[config.mk]
export PLATFORM = sky130hd
export DESIGN_NAME = control_sequencer
export DESIGN_NICKNAME = d
export VERILOG_FILES = /design/src/rtl/control_sequencer.sv
export SDC_FILE = /design/constraint.sdc
export NUM_CORES = 1
export LEC_CHECK = 0
export BUFFER_PORTS_ARGS = -buffer_cell sky130_fd_sc_hd__buf_2
export CELL_PAD_IN_SITES_DETAIL_PLACEMENT = 1
export CELL_PAD_IN_SITES_GLOBAL_PLACEMENT = 2
export CORE_MARGIN = 8
export CORE_UTILIZATION = 16
export CTS_CLUSTER_DIAMETER = 100
export DETAILED_ROUTE_END_ITERATION = 10
export MAX_ROUTING_LAYER = met4
export PLACE_DENSITY = 0.87
export SYNTH_ARGS = -nofsm -noshare
export SYNTH_HDL_FRONTEND = slang
export SYNTH_SLANG_ARGS = --single-unit
[constraint.sdc]
create_clock -name Clock -period 2.6 [get_ports Clock]
set_input_delay 0.52 -clock Clock [delete_from_list [all_inputs] [get_ports Clock]]
set_output_delay 0.52 -clock Clock [all_outputs]
set_load 0.01 [all_outputs]
[src/rtl/control_sequencer.sv]
// ---------------------------------------------------------------------------
// control_sequencer
//
// Hardwired control unit for the single-bus datapath. Steps the
// fetch/execute T-states and drives the bus-out, register-in, ALU CONTROL
// and memory-strobe signals. Covers register-register ALU ops, unary
// neg/not, nop and halt.
//
// Every output is a pure decode of the state register (plus the IR fields
// in T3..T5 and Mem_Ready in T1). IR is loaded on the edge that ends T2,
// so the IR-dependent strobes cannot be precomputed into flops on the edge
// that enters T3. Because they hang directly off the state register, an
// asynchronous Clear forces every output low in the same cycle.
//
// Ports:
//   Clock      in   system clock, rising edge
//   Clear      in   asynchronous active-low reset
//   Run_In     in   start request, sampled only in IDLE
//   IR         in   instruction register contents
//   Mem_Ready  in   memory read-complete handshake, sampled only in T1
//   PC_Out, ZLO_Out, MDR_Out                 out  bus drive enables
//   MAR_In, PC_In, MDR_In, IR_In, Y_In, Z_In out  register load enables
//   IncPC, Read                              out  PC increment / mem read
//   CONTROL    out  ALU operation select
//   R_In       out  one-hot general-register load
//   R_Out      out  one-hot general-register bus drive
//   Running    out  high from start until halt
//   Illegal    out  one-cycle pulse on an undefined opcode
// ---------------------------------------------------------------------------
module control_sequencer #(
    parameter int NUM_REGS = 16,
    parameter int OPW      = 5,
    parameter int CTLW     = 5
) (
    input  logic                Clock,
    input  logic                Clear,
    input  logic                Run_In,
    input  logic [31:0]         IR,
    input  logic                Mem_Ready,
    output logic                PC_Out,
    output logic                ZLO_Out,
    output logic                MDR_Out,
    output logic                MAR_In,
    output logic                PC_In,
    output logic                MDR_In,
    output logic                IR_In,
    output logic                Y_In,
    output logic                Z_In,
    output logic                IncPC,
    output logic                Read,
    output logic [CTLW-1:0]     CONTROL,
    output logic [NUM_REGS-1:0] R_In,
    output logic [NUM_REGS-1:0] R_Out,
    output logic                Running,
    output logic                Illegal
);

    typedef enum logic [2:0] {
        S_IDLE,
        S_T0,
        S_T1,
        S_T2,
        S_T3,
        S_T4,
        S_T5,
        S_HALT
    } state_t;

    localparam logic [OPW-1:0] OP_NEG  = OPW'(5'b01001);
    localparam logic [OPW-1:0] OP_NOT  = OPW'(5'b01010);
    localparam logic [OPW-1:0] OP_NOP  = OPW'(5'b11010);
    localparam logic [OPW-1:0] OP_HALT = OPW'(5'b11011);

    localparam logic [NUM_REGS-1:0] ONE_HOT_0 = NUM_REGS'(1);

    state_t state_q, state_d;

    // ------------------------------------------------------------------
    // IR field decode
    // ------------------------------------------------------------------
    logic [OPW-1:0] opcode;
    logic [3:0]     ra, rb, rc;
    logic           is_alu, is_unary, is_binary, is_nop, is_halt;
    logic [OPW-1:0] alu_sel;

    assign opcode = IR[31:27];
    assign ra     = IR[26:23];
    assign rb     = IR[22:19];
    assign rc     = IR[18:15];

    // Low IR bits carry immediates for instruction classes not handled here.
    logic unused_ir_bits;
    assign unused_ir_bits = ^IR[14:0];

    assign is_alu    = (opcode <= OP_NOT);
    assign is_unary  = (opcode == OP_NEG) || (opcode == OP_NOT);
    assign is_binary = is_alu && !is_unary;
    assign is_nop    = (opcode == OP_NOP);
    assign is_halt   = (opcode == OP_HALT);
    assign alu_sel   = opcode + OPW'(1);

    // ------------------------------------------------------------------
    // State register
    // ------------------------------------------------------------------
    // NOTE: async active-low clear on the sensitivity list, so IDLE (and
    // therefore all-zero outputs) takes effect the instant Clear falls.
    always_ff @(posedge Clock or negedge Clear) begin
        if (!Clear) begin
            state_q <= S_IDLE;
        end else begin
            state_q <= state_d;
        end
    end

    // ------------------------------------------------------------------
    // Next-state logic
    // ------------------------------------------------------------------
    // NOTE: every variable assigned here gets a default first, so no path
    // through the case leaves it unassigned and no latch is inferred.
    always_comb begin
        state_d = state_q;
        unique case (state_q)
            S_IDLE: if (Run_In) state_d = S_T0;
            S_T0:   state_d = S_T1;
            S_T1:   if (Mem_Ready) state_d = S_T2;
            S_T2:   state_d = S_T3;
            S_T3: begin
                if (is_alu)       state_d = S_T4;
                else if (is_halt) state_d = S_HALT;
                else              state_d = S_T0;   // nop and illegal
            end
            S_T4:   state_d = is_binary ? S_T5 : S_T0;
            S_T5:   state_d = S_T0;
            S_HALT: state_d = S_HALT;
            default: state_d = S_IDLE;
        endcase
    end

    // ------------------------------------------------------------------
    // Output decode
    // ------------------------------------------------------------------
    always_comb begin
        PC_Out  = 1'b0;
        ZLO_Out = 1'b0;
        MDR_Out = 1'b0;
        MAR_In  = 1'b0;
        PC_In   = 1'b0;
        MDR_In  = 1'b0;
        IR_In   = 1'b0;
        Y_In    = 1'b0;
        Z_In    = 1'b0;
        IncPC   = 1'b0;
        Read    = 1'b0;
        CONTROL = '0;
        R_In    = '0;
        R_Out   = '0;
        Illegal = 1'b0;
        Running = (state_q != S_IDLE) && (state_q != S_HALT);

        unique case (state_q)
            S_T0: begin
                PC_Out = 1'b1;
                MAR_In = 1'b1;
                IncPC  = 1'b1;
                Z_In   = 1'b1;     // Z latches PC+1; CONTROL stays 0
            end
            S_T1: begin
                Read    = 1'b1;
                MDR_In  = 1'b1;
                // Write the incremented PC back only on the completing
                // cycle, so a long wait still advances PC exactly once.
                PC_In   = Mem_Ready;
                ZLO_Out = Mem_Ready;
            end
            S_T2: begin
                MDR_Out = 1'b1;
                IR_In   = 1'b1;
            end
            S_T3: begin
                if (is_binary) begin
                    R_Out = ONE_HOT_0 << rb;
                    Y_In  = 1'b1;
                end else if (is_unary) begin
                    R_Out   = ONE_HOT_0 << rb;
                    Z_In    = 1'b1;
                    CONTROL = CTLW'(alu_sel);
                end else if (!is_nop && !is_halt) begin
                    Illegal = 1'b1;
                end
            end
            S_T4: begin
                if (is_binary) begin
                    R_Out   = ONE_HOT_0 << rc;
                    Z_In    = 1'b1;
                    CONTROL = CTLW'(alu_sel);
                end else if (is_unary) begin
                    ZLO_Out = 1'b1;
                    R_In    = ONE_HOT_0 << ra;
                end
            end
            S_T5: begin
                if (is_binary) begin
                    ZLO_Out = 1'b1;
                    R_In    = ONE_HOT_0 << ra;
                end
            end
            default: ;              // IDLE, HALT: everything stays low
        endcase
    end

endmodule
==> results of run 1 <==
==> how the worst max path moves through the flow <==
stage                      start         to  slack (ps)
after floorplan           IR[27]   R_In[11]          50
after global placement    IR[27]  R_Out[15]        -130
after detailed placement  IR[27]   R_Out[6]        -190
after CTS                 IR[28]   R_Out[7]         -90
after global routing      IR[27]   R_Out[7]        -140
final                     IR[28]  R_Out[15]        -100
==> cells by family after synthesis <==
family | after synthesis | share of synthesized area (%)
adders and majority gates | 3 | 4.27
xor gates and xnor gates | 2 | 1.99
DFF | 3 | 8.55
other | 1 | 0.427
AOI/OAI and AO/OA | 30 | 21.9
buffers and inverters | 15 | 9.54
and+or+nand+nor | 83 | 52.0
muxes | 1 | 1.28
==> cell usage after synthesis <==
cell type,number,area [um^2]
dfrtp_1,3,75.1
nor2_1,16,60.1
xnor2_1,1,8.76
or2_2,1,6.26
inv_1,5,18.8
o41a_1,1,11.3
nand4bb_1,1,11.3
o22ai_1,16,100
or4_1,1,7.51
buf_6,1,11.3
o21ai_0,5,25.0
xor2_1,1,8.76
nand4b_1,2,17.5
nor3b_1,1,7.51
nor3_1,15,75.1
nand4_1,1,6.26
nand2_1,10,37.5
or4b_1,1,10.0
a21oi_1,3,15.0
clkbuf_1,3,11.3
ha_1,3,37.5
buf_2,1,5.00
nand2b_1,13,81.3
nor2b_1,2,12.5
or3_1,1,6.26
o21ai_1,2,10.0
a31oi_1,1,6.26
nor4_1,7,43.8
a2111oi_0,1,8.76
o32ai_2,1,16.3
conb_1,1,3.75
and3_1,1,6.26
nand3b_1,3,22.5
nor4b_1,1,8.76
nand3_2,1,10.0
nand3_1,4,20.0
or2_1,1,6.26
buf_4,5,37.5
mux2_2,1,11.3
==> stage by stage <==
step	cells	TNS (ps)
2_1_floorplan	138	0
3_3_place_gp	281	-1940
3_5_place_dp	281	-3320
4_1_cts	286	-679
5_1_grt	286	-2180
6_report	286	-747
==> timing repair <==
action	in CTS	in global routing
pin swaps	8	6
endpoints found under the setup margin	35	36
buffers inserted	1	0
resized for setup	19	21
==> routing by layer <==
layer / GRT usage [%] / part of all wire [%]
met4: 2.08 / 0.49
met3: 2.58 / 6.5
met5: - / 0
met2: 16.4 / 45
met1: 12.8 / 48
==> power groups by stage <==
stage / clock, W / sequential, W / combinational (W)
floorplan: 0 / 0.0000752 / 0.000356
global placement: 0 / 0.000107 / 0.000477
detailed placement: 0 / 0.000109 / 0.000483
CTS: 0.000138 / 0.000108 / 0.000499
global route: 0.000144 / 0.000116 / 0.000574
finish: 0.000134 / 0.000109 / 0.000515
==> area by class of cell <==
class | instances | area (um^2)
Clock buffer | 4 | 45.0
Fill cell | 701 | 3810
Inverter | 5 | 23.8
Multi-Input combinational cell | 120 | 882
Sequential cell | 3 | 76.3
Tap cell | 72 | 90.1
Timing Repair Buffer | 82 | 475
==> metrics.yaml, run 1 <==
root_buffer: "clkbuf_8"
critPathBufInv: 4
rsz0062_at_grt: "true"
largest_register_ffs: 3
start_util_pct: 16.2
r2r_end: "state_q[2]$_DFFE_PN0P_"
critPathArrivalTime_ps: 2180
tritoncts: "done"
mostFrequentLayoutCells: "buf_2 (67), nor2_1 (16), nand2b_1 (13), o22ai_1 (12), buf_4 (12)"
irDropWorstVdd_uv: 193
max-slew-margin-rel_pct: 66.7
min_period_ps: 2700
synth_nets: 177
critPathCaptureType: "primary output"
p_total_w: 0.000757
slowest_stage: "o41a_1"
fin_ws_ps: -98.4
antenna_found_initial: 0
drive_gt1_share_pct: 52.8
core_area_um2: 5410
num_rows: 27
nets: 254
cap_violations: 0
reg_top3: "state_q (3)"
dieArea_um2: 8120
reg2reg_slack_ps: 1380
mostFrequentLayoutCell: "buf_2"
p_seq_share_pct: 14.3
clkTransAtPathRegs_ps: 30
dp_hpwl_mm: 3.47
hold_violations: 0
seq_area_frac_synth_pct: 8.55
h-tree-depth: 1
final_core_util_pct: 29.5
avgSynthCellArea_um2: 6.36
power_leakage_nw: 0.715
cts_hold_buf: 0
ys_ff_latch: 3
slew_viol_final: 0
insertion_delay_ps: 210
clock_skew_ps: 1.07
power_per_cell_area_nw_per_um2: 476
critPathMaxFanout: 5
worst_r2r_path_depth: 4
tightest_slew_ps: 492
switching_share_pct: 50.0
setup_violations: 19
regMostFlops: "state_q"
drc: 0
drt_pass1_iterations: 4
vias_per_cell: 4.69
io_pins: 86
p_comb_share_pct: 68.0
finalWirelength_mm: 4.32
syn-cell-area_um2: 878
die_w_um: 90.1
cp_top_family: "compound AO/OA/AOI/OAI gates"
cts_buffers: 3
route.vias.total: 1341
cts_max_path_buffers: 2
grt_overflow: 0
cpPeakStageDelay_ps: 470
p_int_w: 0.000379
worst-path-stages: 9
synthCells: 138
reg2reg_from: "state_q[0]$_DFFE_PN0P_"
fp.dieH_um: 90.1
drt_iter0_drc: 26
place_area_um2: 1350
crit_path_frequent_cell: "buf_4"
portBuffers: 69
start_kind: "input port"
yosys_warnings: 0
grt_first_pass_wirelength_mm: 6.92
crit_required_ps: 2080
violations: "setup timing"
max_freq_mhz: 371
place_worst_setup_slack_ps: -187
worstSetupPathType: "in2out"
final_area_um2: 1590
layout_worst_path_cycle_share_pct: 104
pwr-share-clk_pct: 17.7
ant_nets: 0
status: "finished, violations left"
place.gp.congestion: 0.780
grt.total_usage_pct: 10.3
area_growth_pct: 81.3
grt_pass1_vias: 1450
diodes: 0
clock-sinks: 3
p_switching_w: 0.000378
synth.distinct_cells: 39
grt_max_degree: 18
hp-class: "in2async"
hold_slack_ps: 94.3
crit_chain: "buf_8 -> ha_4 -> o41a_1 -> buf_4 -> nor2_1 -> buf_4 -> nand3_1 -> o22ai_1 -> buf_2"
wire_per_inst_um: 15.1
Note: power is estimated with default switching activity, not from simulation.
==> run 2: changes to the inputs <==
Settings changed: BUFFER_PORTS_ARGS -buffer_cell sky130_fd_sc_hd__buf_2 to -buffer_cell sky130_fd_sc_hd__buf_4, CTS_BUF_LIST set to sky130_fd_sc_hd__clkbuf_16, GPL_TIMING_DRIVEN set to 0.
==> metrics.yaml, run 2 (synthesis gave the netlist of run 1 again) <==
cp_top_family: "compound AO/OA/AOI/OAI gates"
reg_top3: "state_q (3)"
r2r_end: "state_q[1]$_DFFE_PN0P_"
slew_viol_final: 0
slowest_stage: "o41a_1"
critPathBufInv: 4
critPathMaxFanout: 5
critPathCaptureType: "primary output"
antenna_found_initial: 0
place_inst: 279
tritoncts: "done"
route.vias.total: 1349
max_freq_mhz: 381
rsz0062_at_grt: "true"
place_worst_setup_slack_ps: -279
grt_max_degree: 12
die_w_um: 90.1
final_area_um2: 1790
nets: 255
power_per_cell_area_nw_per_um2: 550
grt_pass1_vias: 1466
largest_register_ffs: 3
startpoint: "IR[28]"
layout_worst_path_cycle_share_pct: 101
finalWirelength_mm: 4.49
start_kind: "input port"
irDropWorstVdd_uv: 285
hp-class: "in2async"
cts_hold_buf: 0
diodes: 0
io_pins: 86
status: "finished, violations left"
crit_required_ps: 2080
reg2reg_from: "state_q[1]$_DFFE_PN0P_"
mostFrequentLayoutCells: "buf_4 (73), o22ai_1 (16), nor2_1 (14), nand2b_1 (13), nand2_1 (10)"
wire_per_inst_um: 15.6
drive_gt1_share_pct: 51.2
setup_violations: 5
grt_overflow: 0
cpPeakStageDelay_ps: 510
drt_pass1_iterations: 2
fillers: 681
num_rows: 27
final_core_util_pct: 33.1
worstSetupPathType: "in2out"
portBuffers: 69
worst_r2r_path_depth: 5
critPathArrivalTime_ps: 2100
core_area_um2: 5410
regMostFlops: "state_q"
stdcell_count: 287
worst-path-stages: 9
fin_ws_ps: -24.5
ant_nets: 0
clkTransAtPathRegs_ps: 30
seq_area_um2: 75.1
crit_chain: "buf_12 -> inv_4 -> ha_4 -> o41a_1 -> o32ai_4 -> nand3_4 -> buf_6 -> nor3_2 -> buf_4"
place_area_um2: 1490
dp_hpwl_mm: 3.56
critPathCapture: "R_In[14]"
clock-sinks: 3
cap_violations: 0
drc: 0
area_growth_pct: 103
clock_skew_ps: 0.430
power_leakage_nw: 0.743
h-tree-depth: 1
start_util_pct: 16.2
root_buffer: "clkbuf_16"
min_period_ps: 2620
vias_per_cell: 4.70
drt_iter0_drc: 22
cts_buffers: 3
multi_input_comb_area_um2: 888
hold_violations: 0
cts_max_path_buffers: 2
reg2reg_slack_ps: 1120
grt_first_pass_wirelength_mm: 7.00
violations: "setup timing"
dieArea_um2: 8120
fp.dieH_um: 90.1
insertion_delay_ps: 220
grt.total_usage_pct: 10.5
mostFrequentLayoutCell: "buf_4"
place.gp.congestion: 0.778
hold_slack_ps: 81.8
run 2: cell count changes in the layout (fill, tap and decap cells not counted), moves of 3 or more:
cell,previous run,this run
o22ai_1,12,16
nor3_1,9,5
clkbuf_8,3,0
clkbuf_16,0,3
buf_2,67,1
buf_4,12,73
o22ai_2,4,0
buf_6,0,3
nor3_2,6,9
run 2: final cells by class:
| class | count | area share (%) |
|---|---|---|
| clock inverters | 1 | 0.210 |
| multi-input cells | 121 | 49.7 |
| clock buffers | 3 | 4.20 |
| inverters | 5 | 1.19 |
| well taps | 72 | 5.04 |
| flip-flops and latches | 3 | 4.20 |
| plain buffers | 10 | 3.64 |
| repair buffers | 72 | 31.8 |
run 2: power by group:
part / total (W) / internal (W) / switching, W / leakage [nW]
Sequential: 0.0000773 / 0.0000691 / 0.00000820 / 0.0371
Combinational: 0.000668 / 0.000287 / 0.000382 / 0.664
Clock: 0.000236 / 0.000198 / 0.0000385 / 0.0423
Total: 0.000982 / 0.000554 / 0.000428 / 0.743
run 2: worst min-delay path by stage:
stage,start,to,cells past startpoint
6_report,Clear,state_q[1]$_DFFE_PN0P_,1
5_1_grt,Clear,state_q[1]$_DFFE_PN0P_,1
4_1_cts,Clear,state_q[1]$_DFFE_PN0P_,1
3_5_place_dp,Clear,state_q[1]$_DFFE_PN0P_,1
3_3_place_gp,Clear,state_q[1]$_DFFE_PN0P_,1
2_1_floorplan,Clear,state_q[0]$_DFFE_PN0P_,0
run 2: layer usage:
| layer | vias to the layer above | part of all wire (%) | track usage [%] |
|---|---|---|---|
| met5 | - | 0 | - |
| met4 | 0 | 0.80 | 2.64 |
| met3 | 4 | 5.6 | 2.24 |
| met2 | 62 | 45 | 16.5 |
| met1 | 616 | 48 | 13.2 |
| li1 | 667 | - | - |
run 2: stage by stage:
stage | power (W) | TNS, ps
final | 0.000982 | -51.0
after global placement | 0.000681 | -6080
after CTS | 0.000958 | -451
after floorplan | 0.000431 | 0
after detailed placement | 0.000689 | -6930
after global routing | 0.00106 | -1730
run 2: worst register-to-register path: cells and delay by family (launching register included):
family,cells,cell delay (ps)
AND/OR/NAND/NOR,1,110
flip-flops,1,310
AO/OA/AOI/OAI,2,220
buffers and inverters,2,710
run 2: what timing repair did:
item,in CTS,in global routing
resized for setup,26,14
setup buffers,2,0
pin swaps,13,2
hold endpoints to repair,0,0
gates cloned,2,0
endpoints found under the setup margin,33,33
==> run 3: changes to the inputs <==
Settings changed: ABC_AREA set to 1, PLACE_DENSITY 0.87 to 0.85.
==> metrics.yaml, run 3 <==
die_w_um: 96.9
largest_register_ffs: 3
critPathMaxFanout: 10
setup_violations: 0
h-tree-depth: 1
min_period_ps: 2410
final_core_util_pct: 27.3
synthTopCellsByCount: "nand3_1 (42), nand2_1 (33), inv_1 (31)"
grt-busiest-layer: "met2"
slew_viol_final: 0
r2r_end: "state_q[1]$_DFFE_PN0P_"
grt_util_met1_pct: 10.8
reg_top3: "state_q (3)"
core_area_um2: 6350
p_total_w: 0.000893
synth_edf_count: 0
reg2reg_from: "state_q[2]$_DFFE_PN0P_"
yosys.area_share.simple_pct: 60.9
num_rows: 29
switching_share_pct: 42.8
crit_required_ps: 2080
worstSetupPathType: "in2out"
hp-class: "in2async"
drive_gt1_share_pct: 34.7
grt_first_pass_wirelength_mm: 7.55
tritoncts: "done"
synth_xor_area_share_pct: 1.67
yosys_warnings: 0
ant_nets: 0
synth_nets: 238
use_met2_pct: 16.2
diodes: 0
wire_per_inst_um: 12.5
portBuffers: 68
p_seq_share_pct: 12.1
fin_ws_ps: 191
clkTransAtPathRegs_ps: 30
clock_skew_ps: 0.250
route.vias.total: 1489
setup_tns_ps: 0
grtUsageMet3_pct: 2.28
rsz0062_at_grt: "false"
mostFrequentLayoutCell: "buf_4"
io_pins: 86
layout_worst_path_cycle_share_pct: 92.7
p_int_w: 0.000511
start_util_pct: 16.5
synthCells: 199
dp_hpwl_mm: 3.86
hold_violations: 0
synth_top_cell_area_share_pct: 20.1
yosys-top-cells-area: "nand3_1 (20%), nand2_1 (12%), inv_1 (11%)"
cts_max_path_buffers: 2
fillers: 817
synth_top_family_by_area: "simple AND/OR/NAND/NOR gates"
vias_per_cell: 4.28
synthAdderAreaFrac_pct: 3.59
root_buffer: "clkbuf_16"
start_kind: "input port"
worst_r2r_path_depth: 5
place_worst_setup_slack_ps: 153
syn-cell-area_um2: 1050
p_switching_w: 0.000382
multi_input_comb_area_um2: 786
yosysTopAreaCell: "nand3_1"
reg2reg_slack_ps: 1360
power_per_cell_area_nw_per_um2: 515
grt_max_degree: 11
seq_area_um2: 75.1
grt.total_usage_pct: 9.45
drt_pass1_iterations: 4
fp.dieH_um: 96.9
place.gp.congestion: 0.727
mostFrequentLayoutCells: "buf_4 (73), nand3_1 (42), inv_1 (32), nand2_1 (32), nor2_1 (30)"
avgSynthCellArea_um2: 5.26
synthMuxAreaShare_pct: 0
synth-main-ff-cell: "dfrtp_1"
drc: 0
yosysMostFrequentCell: "nand3_1"
drt_iter0_drc: 27
status: "completed"
cts_buffers: 3
area_growth_pct: 65.8
irDropWorstVdd_uv: 302
antenna_found_initial: 0
insertion_delay_ps: 220
grt_overflow: 0
power_leakage_nw: 0.919
ys_ff_latch: 3
synth.distinct_cells: 27
finalWirelength_mm: 4.35
regMostFlops: "state_q"
clock-sinks: 3
critPathCaptureType: "primary output"
seq_area_frac_synth_pct: 7.18
cap_violations: 0
p_comb_share_pct: 61.4
nets: 311
synth_compound_area_share_pct: 8.37
grt_pass1_vias: 1649
critPathArrivalTime_ps: 1890
max_freq_mhz: 415
pwr-share-clk_pct: 26.6
ys_async_sr_fraction_pct: 100
dieArea_um2: 9380
[run 3: what timing repair did]
action / CTS / global route
hold buffers: 0 / 0
buffers inserted: 0 / 0
endpoints found under the setup margin: 0 / 1
gates resized for setup: 0 / 1
[run 3: final cells by class]
type	count	area share, %
well taps	77	5.56
clock buffers	3	4.33
plain buffers	8	3.68
flip-flops and latches	3	4.33
multi-input cells	155	45.3
repair buffers	68	29.4
clock inverters	1	0.216
inverters	33	7.14
[run 3: worst max-delay path by stage]
stage / cells past startpoint / slack (ps) / endpoint / start
floorplan: 9 / 510 / R_Out[5] / IR[27]
global placement: 13 / 190 / R_Out[0] / IR[27]
detailed placement: 13 / 150 / R_Out[10] / IR[27]
CTS: 13 / 140 / R_Out[10] / IR[27]
global route: 13 / 20 / R_Out[0] / IR[27]
finish: 12 / 190 / R_Out[8] / IR[27]
[run 3: power groups by stage]
stage	sequential [W]	combinational, W	clock, W
after detailed placement	0.000108	0.000559	0
after global placement	0.000106	0.000550	0
after global routing	0.000113	0.000614	0.000247
after CTS	0.000108	0.000561	0.000241
after floorplan	0.0000989	0.000321	0
final	0.000108	0.000548	0.000237
[run 3: layer usage]
layer,wire length (um),vias up
met4,0,0
met3,208,0
li1,-,784
met1,2000,668
met2,2140,37
met5,0,-
[run 3: kinds of logic (layout without fill, tap and decap cells)]
group	after synthesis	in the layout
xor+xnor	2	2
fa+ha+maj	3	3
compound gates	15	15
buf+inv	41	113
simple gates	134	134
other cells	1	1
flops	3	3
[run 3: per-stage QoR]
| step | hold WS, ps | cells | area [um^2] |
|---|---|---|---|
| 2_1_floorplan | 224 | 199 | 1050 |
| 3_3_place_gp | 309 | 344 | 1650 |
| 3_5_place_dp | 310 | 344 | 1650 |
| 4_1_cts | 80.2 | 348 | 1730 |
| 5_1_grt | 78.4 | 348 | 1730 |
| 6_report | 80.4 | 348 | 1730 |
[run 3: worst max-delay path: stages]
cell and delay [ps]:
buf_4 110, inv_1 40, ha_1 210, inv_1 80, nand2_1 80, nand2_4 110, nand3_2 120, nor2_4 180
buf_6 150, nand3_1 70, nand2_1 90, buf_4 120
